## src/rtl/dual_retire_queue.sv

```systemverilog
// Dual-issue ALU result queue: enqueues up to two results per cycle in program
// order, retires one per cycle to the register file and offers a bypass lookup.
module dual_retire_queue #(
  parameter int unsigned DEPTH = 8,
  parameter int unsigned XLEN  = 32
) (
  input  logic                       clk,
  input  logic                       rst,
  input  logic                       in_valid_0,
  input  logic [4:0]                 in_rd_0,
  input  logic [XLEN-1:0]            in_result_0,
  input  logic                       in_valid_1,
  input  logic [4:0]                 in_rd_1,
  input  logic [XLEN-1:0]            in_result_1,
  output logic                       in_ready,
  output logic                       wb_en,
  output logic [4:0]                 wb_rd,
  output logic [XLEN-1:0]            wb_data,
  input  logic [4:0]                 q_rs,
  output logic                       q_hit,
  output logic [XLEN-1:0]            q_data,
  output logic [$clog2(DEPTH):0]     count,
  output logic [31:0]                retired_total,
  output logic                       overflow
);

  localparam int unsigned AW = $clog2(DEPTH);
  localparam int unsigned CW = AW + 1;

  logic [4:0]      rd_q   [DEPTH];
  logic [XLEN-1:0] data_q [DEPTH];
  logic [DEPTH-1:0] valid_q;
  logic [DEPTH-1:0] valid_next;
  logic [AW-1:0]   head;
  logic [AW-1:0]   tail;
  logic [AW-1:0]   slot1_idx;
  logic            push0;
  logic            push1;
  logic            pop;
  logic            lost;

  // Readiness looks only at registered occupancy so there is no path from in_valid_*.
  assign in_ready  = (count <= CW'(DEPTH - 2));
  assign push0     = !rst && in_valid_0 && in_ready && (in_rd_0 != 5'd0);
  assign push1     = !rst && in_valid_1 && in_ready && (in_rd_1 != 5'd0);
  assign pop       = (count != '0);
  assign lost      = !in_ready && ((in_valid_0 && (in_rd_0 != 5'd0)) ||
                                   (in_valid_1 && (in_rd_1 != 5'd0)));
  // Slot 1 follows slot 0 only when slot 0 actually enqueued.
  assign slot1_idx = tail + AW'(push0);

  always_comb begin
    valid_next = valid_q;
    if (pop)   valid_next[head]      = 1'b0;
    if (push0) valid_next[tail]      = 1'b1;
    if (push1) valid_next[slot1_idx] = 1'b1;
  end

  // Payload storage; validity lives in valid_q so no reset is needed here.
  always_ff @(posedge clk) begin
    if (push0) begin
      rd_q[tail]   <= in_rd_0;
      data_q[tail] <= in_result_0;
    end
    if (push1) begin
      rd_q[slot1_idx]   <= in_rd_1;
      data_q[slot1_idx] <= in_result_1;
    end
  end

  always_ff @(posedge clk) begin
    if (rst) begin
      head          <= '0;
      tail          <= '0;
      count         <= '0;
      valid_q       <= '0;
      wb_en         <= 1'b0;
      wb_rd         <= '0;
      wb_data       <= '0;
      retired_total <= '0;
      overflow      <= 1'b0;
    end else begin
      wb_en   <= pop;
      if (pop) begin
        wb_rd         <= rd_q[head];
        wb_data       <= data_q[head];
        head          <= head + AW'(1);
        retired_total <= retired_total + 32'd1;
      end
      tail    <= tail + AW'(push0) + AW'(push1);
      count   <= count + CW'(push0) + CW'(push1) - CW'(pop);
      valid_q <= valid_next;
      if (lost) overflow <= 1'b1;
    end
  end

  // Walk from head toward tail so the youngest match wins.
  always_comb begin
    q_hit  = 1'b0;
    q_data = '0;
    for (int i = 0; i < DEPTH; i++) begin
      if (valid_q[head + AW'(i)] && (rd_q[head + AW'(i)] == q_rs) && (q_rs != 5'd0)) begin
        q_hit  = 1'b1;
        q_data = data_q[head + AW'(i)];
      end
    end
  end

endmodule

```

## config.mk

```make
export PLATFORM = sky130hd
export DESIGN_NAME = dual_retire_queue
export DESIGN_NICKNAME = d
export VERILOG_FILES = /design/src/rtl/dual_retire_queue.sv
export SDC_FILE = /design/constraint.sdc
export NUM_CORES = 1
export LEC_CHECK = 0
export CAP_MARGIN = 10
export CORE_ASPECT_RATIO = 0.6
export CORE_MARGIN = 4
export CORE_UTILIZATION = 35
export DETAILED_ROUTE_END_ITERATION = 8
export RECOVER_POWER = 25
export SKIP_CTS_REPAIR_TIMING = 1
export SYNTH_ARGS = -nofsm -noshare
export SYNTH_HDL_FRONTEND = slang
export SYNTH_SLANG_ARGS = --single-unit
```

## constraint.sdc

```tcl
create_clock -name clk -period 5.4 [get_ports clk]
set_input_delay 0.54 -clock clk [delete_from_list [all_inputs] [get_ports clk]]
set_output_delay 0.54 -clock clk [all_outputs]
set_load 0.05 [all_outputs]
```

-- Word-level counts from Yosys, hierarchy flattened
Memory sizes are Yosys's and may differ from the RTL's. A register that Yosys moved wholly into a read port is not among the register bits.
Index checks and enable logic that the tools add are counted.
- register bits: 89
- memory bits (writable): 296
- input port bits: 83
- output and inout port bits: 109
- word-level logic and storage cells: 134
- memories kept: 2
- memory list (name ; depth ; width ; rd ports ; clocked after Yosys merged registers in ; wr ports ; RTL line ; source):
    data_q ; 8 ; 32 ; 8 ; 1 ; 2 ; 31 ; logic [XLEN-1:0] data_q [DEPTH];
    rd_q ; 8 ; 5 ; 8 ; 1 ; 2 ; 30 ; logic [4:0] rd_q [DEPTH];
- $add $sub $neg: 13
- $lt $le $gt $ge: 14
- equality and inequality tests: 8
- mux-type cells: 49
- bitwise gates (word level): 4
- reduce and logical (&&, ||, !) cells: 35
- operators with widths (operator ; count):
    32-bit 2-to-1 mux ; 8
    5-bit == test ; 8
    3-bit by 4-bit less-than comparator with 1-bit output (second input constant) ; 10
    32-bit by 1-bit adder with 32-bit output (second input constant) ; 1
    1-bit logical AND ; 28
    1-bit binary-select mux with 3-bit select ; 8
    8-bit 2-to-1 mux ; 3
    1-bit 2-to-1 mux ; 23
    8-bit OR ; 2
    5-bit nonzero test ; 3
    3-bit adder (second input constant) ; 4
    3-bit 2-to-1 mux ; 4
    1-bit demux with 3-bit select ; 3
    3-bit by 1-bit >= comparator with 1-bit output (second input constant) ; 3
    4-bit by 1-bit adder with 4-bit output ; 2
    8-bit AND ; 1
    8-bit NOT ; 1
    3-bit by 1-bit adder with 3-bit output ; 2
    3-bit by 2-bit adder with 3-bit output (second input constant) ; 2
    4-bit by 3-bit less-or-equal comparator with 1-bit output (second input constant) ; 1
    4-bit nonzero test ; 1
    4-bit by 1-bit subtractor with 4-bit output ; 1
    3-bit by 1-bit adder with 3-bit output (second input constant) ; 1
    1-bit zero test ; 2
    1-bit logical OR ; 1

-- Logic depth before layout (Yosys ltp)
Gate-level depths: netlist of run 1.
- depth after elaboration: 12
- depth in mapped cells: 19

-- Worst setup path after synthesis of run 1
No wires, ideal clock.
- kind: register -> output
- start point: register head[1]
- end point: output port q_data[26]
- data arrival time: 4.842 ns
- slack: 0.018 ns
- cell stages (with the launch flop): 19
- buffers on the path: 8
- cells stage by stage: dfxtp_1 buf_2 buf_2 inv_2 clkbuf_1 buf_1 ha_1 buf_6 mux4_2 mux2i_1 xnor2_1 nor3_1 and2_1 buf_2 or2_1 buf_4 buf_6 or3_1 a31oi_1
- cells in the longest elaborated chain, start to end: 12
- elaborated cells between the ends (all ways): 56
- those cells by class: add/sub: 7; eq/ne: 7; mux: 24; reduce/logical: 16; memory: 2
- RTL lines (what ; RTL line ; source):
    start, declared ; 34 ; logic [AW-1:0] head;
    start signal, assigned ; 87 ; head <= head + AW'(1);
    3-bit by 1-bit adder with 3-bit output / 1-bit binary-select mux with 3-bit select (equally long branches) ; 102, 104 ;
    memory 8 x 5 bit, or another cell as far along ; - ;
    5-bit == test, or another cell as far along ; 102 ; if (valid_q[head + AW'(i)] && (rd_q[head + AW'(i)] == q_rs) && (q_rs != 5'd0)) begin
    1-bit logical AND ; 102 ;
    1-bit logical AND / 32-bit 2-to-1 mux (equally long branches) ; 102 ;
    32-bit 2-to-1 mux (6 in series) ; 102 ;
    32-bit 2-to-1 mux (*) ; 102 ;
    end, declared ; 21 ; output logic [XLEN-1:0] q_data,
Every way passes the cells marked *; elsewhere a longest branch is shown, timed or not. The select of a mux whose other input is x is not followed.

-- Worst setup path after layout of run 1
- start point: register head[0]
- end point: output port q_data[31]
The elaborated chain is that of the path after synthesis.

==> PnR_summary.wiki, run 1 <==
{| class="wikitable"
! Metric !! Value
|-
| Leakage || around 0.013 µW
|-
| Number of synthesized flops with an enable pin || around 300
|-
| Data arrival at the endpoint of the critical path || about 4.7 ns
|-
| TritonCTS clock tree || built
|-
| Met3 Usage GRT || 0.101
|-
| Violated checks || capacitance limit, slew limit
|-
| Kind of start point of the critical path || flop
|-
| Total iterations of the first detailed-routing run || 6
|-
| Count of mapped cells out of synthesis || 2,671
|-
| VDD IR-drop max || approximately 500 µV
|-
| Post-Synthesis Mean Instance Area || 11.9 µm²
|-
| Number of standard cells in the final layout excluding fillers || 4,022
|-
| Number of max-capacitance violations reported || 4
|-
| Layout area overhead || 16.2%
|-
| Final setup viols || 0
|-
| Fraction of final layout cells with drive strength greater than 1 || 0.352
|-
| Die Span X || just under 400 µm
|-
| CTS Root Buffer Type || sky130_fd_sc_hd__clkbuf_16
|-
| Number of unique standard cell types used by synthesis || 67
|-
| Port bufs || between 150 and 200
|-
| Most instantiated library cell after synthesis || sky130_fd_sc_hd__nand2_1
|-
| Register bit total from synthesis || approximately 390
|-
| Period minus WS final || 5.22 ns
|-
| Gpl congestion || between 0.9 and 1
|-
| Drt initial violations || 3,693
|-
| CTS Buf Count || 44
|-
| Unrepaired setup endpoints after global routing || no
|-
| Most congested layer reported by global routing || met1
|-
| Area share of the leading cell type in the synthesized netlist || 0.279
|-
| Aggregate routed wire length || 119,000 µm
|-
| Sequential-to-total area share from yosys stat || 0.337
|-
| Core footprint || between 0.08 and 0.09 mm²
|-
| Max Fclk || roughly 0.19 GHz
|-
| Largest fanout on the critical path || 20
|-
| Worst Max-Slew Pin Slew || 1.77 ns
|-
| Warnings from Yosys || 0
|-
| Cell type contributing the most total cell area after synthesis || sky130_fd_sc_hd__edfxtp_1
|-
| Core Rows || 85
|-
| Synth Net Count || between 2,000 and 3,000
|-
| Fin area || between 0.03 and 0.04 mm²
|-
| DP Cell Count || ~3,900
|-
| Setup clock skew after layout || ~0.031 ns
|-
| Total count of hold-check failures in the final report || 0
|-
| Share of the core filled with cells in the final layout || 0.411
|-
| Die ar. || between 0.09 and 0.1 mm²
|-
| Netlist area before placement || roughly 0.032 mm²
|-
| Ratio of final minimum period to clock period || 0.967
|-
| Top_reg_cell synth || sky130_fd_sc_hd__edfxtp_1
|-
| CP Data Required Time || approximately 5 ns
|-
| Remaining routing DRC violations || 0
|-
| Effective utilization at floorplan || 0.354
|-
| Total Routing Usage GR || 0.238
|-
| Nature of the critical path endpoint || output pin
|-
| Total power after layout || roughly 17,000 µW
|-
| Overflow left after global routing || 0
|-
| Cell area reported after detailed placement || about 0.035 mm²
|-
| Total power divided by cell area || 472 mW/mm²
|-
| Pin count of the biggest net entering global routing || about 140
|-
| Count of final max-slew check failures || between 60 and 70
|-
| Die H || 242 µm
|-
| Hold Worst Slack || between 0.2 and 0.3 ns
|-
| Most instantiated cells after synthesis || sky130_fd_sc_hd__nand2_1, sky130_fd_sc_hd__mux4_2, sky130_fd_sc_hd__mux2_2
|-
| Hold WC Path Type || in2reg
|-
| Antenna violation net count after detailed routing || 0
|-
| Global-route wire length before repair || around 170,000 µm
|-
| Met1 Resource Use GR || 0.345
|-
| Clk sink count || 388
|-
| Clock-pin slew on the worst setup and hold paths || 0.06 ns
|-
| Met2 global-route usage || 0.320
|-
| I/O pin cnt || about 190
|-
| Number of nets in the final layout || about 2,900
|-
| Fraction of synthesis flops using an asynchronous set or reset pin || 0
|-
| HPWL Detailed || between 70,000 and 80,000 µm
|-
| Top cells by area in the synthesized netlist || sky130_fd_sc_hd__edfxtp_1, sky130_fd_sc_hd__mux4_2, sky130_fd_sc_hd__mux2_2
|-
| Vias/cell || approximately 6.3
|-
| Clock insertion delay at the later pin of the skew report || 0.63 ns
|-
| Antenna violations before repair || 7
|-
| Worst slew margin || -0.180
|-
| Mean routed wirelength per cell || just under 30 µm
|-
| Number of global-route vias before repair || ~24,000
|-
| Number of H-tree levels || 2
|-
| Run status || finished with violations
|-
| Via count of the routed design || roughly 25,000
|-
| Maximum clock insertion buffer count || 3
|-
| Setup Crit Path Kind || reg2out
|}
-- logic make-up after synthesis --
logic type                 synth area share
AOI/OAI and AO/OA                    0.0509
xor gates and xnor gates             0.0198
adders and majority gates           0.00755
buffers and inverters                0.0383
DFF                                   0.337
muxes                                 0.428
and+or+nand+nor                       0.118
-- layout make-up --
cell class                 count  area (µm²)
antenna                        8        20.0
clock buffer                  58        1310
clock inverter                23         251
fill                        8458       53000
inverter                      18        67.6
multi-input combinational   2017       20100
sequential                   388       10800
tap                         1218        1520
timing repair buffer         292        3010
-- critical path, cell delays in order (launching register included) --
cell and delay, ns:
sky130_fd_sc_hd__dfxtp_4 0.46, sky130_fd_sc_hd__inv_1 0.11, sky130_fd_sc_hd__ha_4 0.42, sky130_fd_sc_hd__buf_12 0.22, sky130_fd_sc_hd__mux2_2 0.34, sky130_fd_sc_hd__a221oi_1 0.32, sky130_fd_sc_hd__o21ai_0 0.16, sky130_fd_sc_hd__a211oi_2 0.36
sky130_fd_sc_hd__and2_2 0.33, sky130_fd_sc_hd__buf_4 0.22, sky130_fd_sc_hd__a221oi_1 0.09, sky130_fd_sc_hd__or3_1 0.32, sky130_fd_sc_hd__a31oi_1 0.42, sky130_fd_sc_hd__buf_4 0.29
-- final timing paths --
check	startpoint	end	slack, ns	depth (start not counted)
worst max-delay path	head[0]$_SDFFE_PP0N_	q_data[31]	0.18	13
worst min-delay path	rst	flop	0.27	2
worst max register to register	count[3]$_SDFF_PP0_	count[1]$_SDFF_PP0_	0.67	10
worst min register to register	overflow$_SDFFE_PP0P_	overflow$_SDFFE_PP0P_	0.47	2
-- metrics by stage --
step	setup TNS [ns]	setup slack [ns]
4_1_cts	-0.476	-0.117
3_3_place_gp	0	0.561
5_1_grt	0	0.0279
3_5_place_dp	0	0.565
6_report	0	0.179
2_1_floorplan	0	0.0178
-- routing by layer --
metal	vias up	wire length (µm)	part of all wire
met5	-	510	0.0043
met4	4	3030	0.026
met3	189	17700	0.15
met2	1810	47700	0.40
met1	12800	49700	0.42
li1	10700	-	-
-- placed cells by master (no fill, tap or decap), types with 5 or more instances in the layout --
| cell | count |
|---|---|
| sky130_fd_sc_hd__nand2_1 | 434 |
| sky130_fd_sc_hd__mux4_2 | 375 |
| sky130_fd_sc_hd__mux2_2 | 358 |
| sky130_fd_sc_hd__edfxtp_1 | 296 |
| sky130_fd_sc_hd__nor2_1 | 141 |
| sky130_fd_sc_hd__mux2i_1 | 110 |
| sky130_fd_sc_hd__nand3_1 | 107 |
| sky130_fd_sc_hd__buf_4 | 99 |
| sky130_fd_sc_hd__dfxtp_1 | 86 |
| sky130_fd_sc_hd__clkdlybuf4s50_1 | 79 |
| sky130_fd_sc_hd__dlygate4sd3_1 | 78 |
| sky130_fd_sc_hd__nor3_1 | 66 |
| sky130_fd_sc_hd__clkbuf_16 | 52 |
| sky130_fd_sc_hd__xnor2_1 | 39 |
| sky130_fd_sc_hd__and3_1 | 35 |
| sky130_fd_sc_hd__a221oi_1 | 35 |
| sky130_fd_sc_hd__o22ai_1 | 33 |
| sky130_fd_sc_hd__a21oi_1 | 29 |
| sky130_fd_sc_hd__xor2_1 | 29 |
| sky130_fd_sc_hd__buf_12 | 27 |
| sky130_fd_sc_hd__a31oi_1 | 26 |
| sky130_fd_sc_hd__o311a_1 | 19 |
| sky130_fd_sc_hd__o21ai_0 | 16 |
| sky130_fd_sc_hd__nand4_1 | 16 |
| sky130_fd_sc_hd__inv_1 | 15 |
| sky130_fd_sc_hd__a22oi_1 | 14 |
| sky130_fd_sc_hd__ha_1 | 14 |
| sky130_fd_sc_hd__or3_1 | 12 |
| sky130_fd_sc_hd__clkinv_2 | 11 |
| sky130_fd_sc_hd__diode_2 | 8 |
| sky130_fd_sc_hd__a211oi_1 | 8 |
| sky130_fd_sc_hd__nand2b_1 | 7 |
| sky130_fd_sc_hd__o31a_1 | 7 |
| sky130_fd_sc_hd__and2_1 | 6 |
| sky130_fd_sc_hd__a22o_1 | 6 |
| sky130_fd_sc_hd__clkbuf_1 | 6 |
| sky130_fd_sc_hd__nor2b_1 | 5 |
| sky130_fd_sc_hd__dfxtp_4 | 5 |
| sky130_fd_sc_hd__bufinv_16 | 5 |
-- power breakdown --
part | internal [µW] | switching [µW] | total, µW
Combinational | 4400 | 5850 | 10300
Clock | 1950 | 1360 | 3310
Sequential | 3590 | 325 | 3910
-- state kept, by name (all words and copies together) (netlist names), named ones only --
| register | count |
|---|---|
| data_q | 256 |
| rd_q | 40 |
| retired_total | 32 |
| wb_data | 32 |
| valid_q | 8 |
| wb_rd | 5 |
| count | 4 |
| head | 3 |
| tail | 3 |
| overflow | 1 |
| wb_en | 1 |
Note: power is estimated with default switching activity, not from simulation.
==> run 2, diff against run 1 <==
CORE_UTILIZATION = 55   (was 35)
PLACE_DENSITY = 0.75   (was not set)
RECOVER_POWER = not set   (was 25)
clock period = 4.9 ns   (was 5.4 ns; I/O delays follow)
==> run 2 against run 1 <==
Effect of this change: the run ends with setup timing left; utilization rose by 23 points; critical path depth increased by 2; global-route usage rose by 12 points; die area shrank 36%; via count grew 5.2%; cell count is 11% lower; routed wire length decreased by 3.3%; setup slack lost 0.23 ns; worst hold slack gained 0.23 ns; sequential share of layout area grew 0.46 points; critical path type unchanged.
==> PnR_summary.wiki, run 2 (synthesis gave the netlist of run 1 again) <==
{| class="wikitable"
! Metric !! Value
|-
| Run status || finished with violations (unchanged)
|-
| Violated checks || setup timing (was capacitance limit, slew limit)
|-
| Most frequent cells in the layout || sky130_fd_sc_hd__nand2_1, sky130_fd_sc_hd__mux4_2, sky130_fd_sc_hd__mux2_2 (unchanged)
|-
| Fraction of final layout cells with drive strength greater than 1 || 0.355 (was 0.352)
|-
| Total Routing Usage GR || 0.356 (was 0.238)
|-
| Pre-CTS setup slack || 0.201 ns (was 0.565 ns)
|-
| Leakage || 0.0123 µW (was 0.0125 µW)
|-
| Max Fclk || roughly 0.20 GHz
|-
| Delay of the slowest cell on the worst path || 0.53 ns (was 0.46 ns)
|-
| Hold-critical path depth || 2 (unchanged)
|-
| Period minus WS final || between 4 and 5 ns
|-
| CTS Buf Count || 41 (was 44)
|-
| Reg-to-reg startpoint || count[3]$_SDFF_PP0_ (unchanged)
|-
| Layout area overhead || 14.4% (was 16.2%)
|-
| Fin area || 0.0364 mm² (was 0.0370 mm²)
|-
| Port bufs || 191 (unchanged)
|-
| CTS Root Buffer Type || sky130_fd_sc_hd__clkbuf_16 (unchanged)
|-
| Die Span X || 319 µm (was 397 µm)
|-
| Number of cell instances on the worst register-to-register path || 13 (was 10)
|-
| Cells along the critical path || inv_1 -> ha_4 -> buf_4 -> buf_4 -> mux4_2 -> o211ai_1 -> o32a_1 -> nor2_4 -> a211oi_4 -> buf_12 -> a221oi_1 -> or3_1 -> a31oi_4 -> buf_4 -> buf_4 (was inv_1 -> ha_4 -> buf_12 -> mux2_2 -> a221oi_1 -> o21ai_0 -> a211oi_2 -> and2_2 -> buf_4 -> a221oi_1 -> or3_1 -> a31oi_1 -> buf_4)
|-
| Ratio of final minimum period to clock period || 1.01
|-
| I/O pin cnt || 192 (unchanged)
|-
| Via count of the routed design || 26,800 (was 25,500)
|-
| Final setup viols || 1 (was 0)
|-
| Unrepaired setup endpoints after global routing || yes (was no)
|-
| Kind of start point of the critical path || flop (unchanged)
|-
| Cell with the largest stage delay on the worst path || sky130_fd_sc_hd__mux4_2 (was sky130_fd_sc_hd__dfxtp_4)
|-
| Setup clock skew after layout || 0.0326 ns (was 0.0311 ns)
|-
| Effective utilization at floorplan || 0.563 (was 0.354)
|-
| Number of H-tree levels || 2 (unchanged)
|-
| End of the worst hold path || retired_total[1]$_SDFFE_PP0N_
|-
| Slack of the worst reg-to-reg path || 1.13 ns (was 0.67 ns)
|-
| Clk sink count || 388 (unchanged)
|-
| Total power divided by cell area || 517 mW/mm² (was 472 mW/mm²)
|-
| VDD IR-drop max || 348 µV (was 497 µV)
|-
| Vias/cell || 7.50 (was 6.34)
|-
| Worst slew margin || 0.245 (was -0.180)
|-
| Antenna violation net count after detailed routing || 0 (unchanged)
|-
| Overflow left after global routing || 0 (unchanged)
|-
| CP dominant cell by count || sky130_fd_sc_hd__buf_4
|-
| TritonCTS clock tree || built (unchanged)
|-
| Cell type group with the largest total delay on the critical path || compound AO/OA/AOI/OAI gates (unchanged)
|-
| Number of global-route vias before repair || 26,000 (was 23,800)
|-
| Total power after layout || 18,800 µW (was 17,500 µW)
|-
| Reg-to-reg endpoint || data_q[1][18]$_DFFE_PP_ (was count[1]$_SDFF_PP0_)
|-
| Number of nets in the final layout || 2,881 (was 2,862)
|-
| Pin count of the biggest net entering global routing || 130 (was 137)
|-
| Most common library cell in the layout ignoring fill and taps || sky130_fd_sc_hd__nand2_1 (unchanged)
|-
| Share of the core filled with cells in the final layout || 0.645 (was 0.411)
|-
| Die H || 194 µm (was 242 µm)
|-
| Data arrival at the endpoint of the critical path || 4.46 ns (was 4.68 ns)
|-
| Worst Path Buf+Inv || 6 (was 4)
|-
| Aggregate routed wire length || 115,000 µm (was 119,000 µm)
|-
| HPWL Detailed || 71,600 µm (was 75,800 µm)
|-
| Antenna violations before repair || 4 (was 7)
|-
| Gpl congestion || 1.01 (was 0.928)
|-
| CP Data Required Time || 4.41 ns (was 4.86 ns)
|-
| Min setup slack post-route || -0.0515 ns (was 0.179 ns)
|-
| Number of flip-flops in the largest register || 256 (unchanged)
|-
| Total count of hold-check failures in the final report || 0 (unchanged)
|-
| Total iterations of the first detailed-routing run || 9 (was 6)
|-
| Largest fanout on the critical path || 16 (was 20)
|-
| Hold WC Path Type || reg2reg (was in2reg)
|-
| Mean routed wirelength per cell || 32.1 µm (was 29.5 µm)
|-
| Core Rows || 67 (was 85)
|-
| Maximum clock insertion buffer count || 3 (unchanged)
|-
| Drt initial violations || 4,702 (was 3,693)
|-
| Number of max-capacitance violations reported || 0 (was 4)
|-
| Clock-pin slew on the worst setup and hold paths || 0.07 ns (was 0.06 ns)
|-
| Cell area reported after detailed placement || 0.0348 mm² (was 0.0353 mm²)
|-
| Die ar. || 0.0619 mm² (was 0.0960 mm²)
|-
| Remaining routing DRC violations || 0 (unchanged)
|-
| Worst hold path startpoint || retired_total[1]$_SDFFE_PP0N_ (was rst)
|-
| Clock insertion delay at the later pin of the skew report || 0.59 ns (was 0.63 ns)
|-
| Nature of the critical path endpoint || output pin (unchanged)
|-
| Leading registers by flop count || data_q x256, rd_q x40 (unchanged)
|-
| Count of final max-slew check failures || 0 (was 68)
|-
| Global-route wire length before repair || 168,000 µm (was 171,000 µm)
|-
| Setup Crit Path Kind || reg2out (unchanged)
|-
| Worst Max-Slew Pin Slew || 1.13 ns (was 1.77 ns)
|-
| Core footprint || 0.0565 mm² (was 0.0900 mm²)
|-
| Register with the most flip-flops || data_q (unchanged)
|-
| Hold Worst Slack || 0.495 ns (was 0.267 ns)
|}
-- run 2: per-stage QoR --
stage	std cells	TNS, ns
floorplan	2671	0
global placement	3475	0
detailed placement	3475	0
CTS	3550	-6.15
global route	3572	-0.101
finish	3572	-0.0515
-- run 2: power by group --
| part | internal, µW | leakage, µW | switching [µW] |
|---|---|---|---|
| clock network | 1720 | 0.000626 | 1410 |
| logic | 4960 | 0.00825 | 6390 |
| registers | 3950 | 0.00344 | 411 |
| total | 10600 | 0.0123 | 8200 |
-- run 2: worst max path at each step --
| stage | cells past startpoint | endpoint | startpoint |
|---|---|---|---|
| global placement | 14 | q_data[20] | head[0]$_SDFFE_PP0N_ |
| detailed placement | 14 | q_data[20] | head[0]$_SDFFE_PP0N_ |
| floorplan | 17 | q_data[20] | head[1]$_SDFFE_PP0N_ |
| finish | 15 | q_data[20] | head[0]$_SDFFE_PP0N_ |
| global route | 15 | q_data[20] | head[0]$_SDFFE_PP0N_ |
| CTS | 14 | q_data[20] | head[0]$_SDFFE_PP0N_ |
-- run 2: area by class of cell --
| type | count | area [µm²] |
|---|---|---|
| repair buffers | 313 | 3180 |
| well taps | 759 | 950 |
| fillers | 4123 | 20100 |
| clock buffers | 52 | 1110 |
| flip-flops and latches | 388 | 10800 |
| inverters | 18 | 67.6 |
| clock inverters | 23 | 180 |
| multi-input cells | 2018 | 20200 |
| diodes | 1 | 2.50 |
-- run 2: worst register-to-register path, stage by stage, from the launching register on --
cell,delay (ns)
sky130_fd_sc_hd__dfxtp_1,0.33
sky130_fd_sc_hd__inv_1,0.07
sky130_fd_sc_hd__ha_1,0.18
sky130_fd_sc_hd__nand2_1,0.08
sky130_fd_sc_hd__mux2i_1,0.46
sky130_fd_sc_hd__or3_1,0.27
sky130_fd_sc_hd__inv_1,0.10
sky130_fd_sc_hd__ha_1,0.19
sky130_fd_sc_hd__ha_1,0.21
sky130_fd_sc_hd__xor2_1,0.42
sky130_fd_sc_hd__nor2_1,0.14
sky130_fd_sc_hd__nand2_2,0.14
sky130_fd_sc_hd__buf_4,0.51
sky130_fd_sc_hd__mux2_2,0.42
-- run 2: metal layers --
layer / track usage / up-vias / share of wire
met4: 0.141 / 12 / 0.051
li1: - / 10700 / -
met3: 0.176 / 555 / 0.19
met2: 0.490 / 2570 / 0.40
met5: 0.0245 / - / 0.0032
met1: 0.481 / 12900 / 0.35
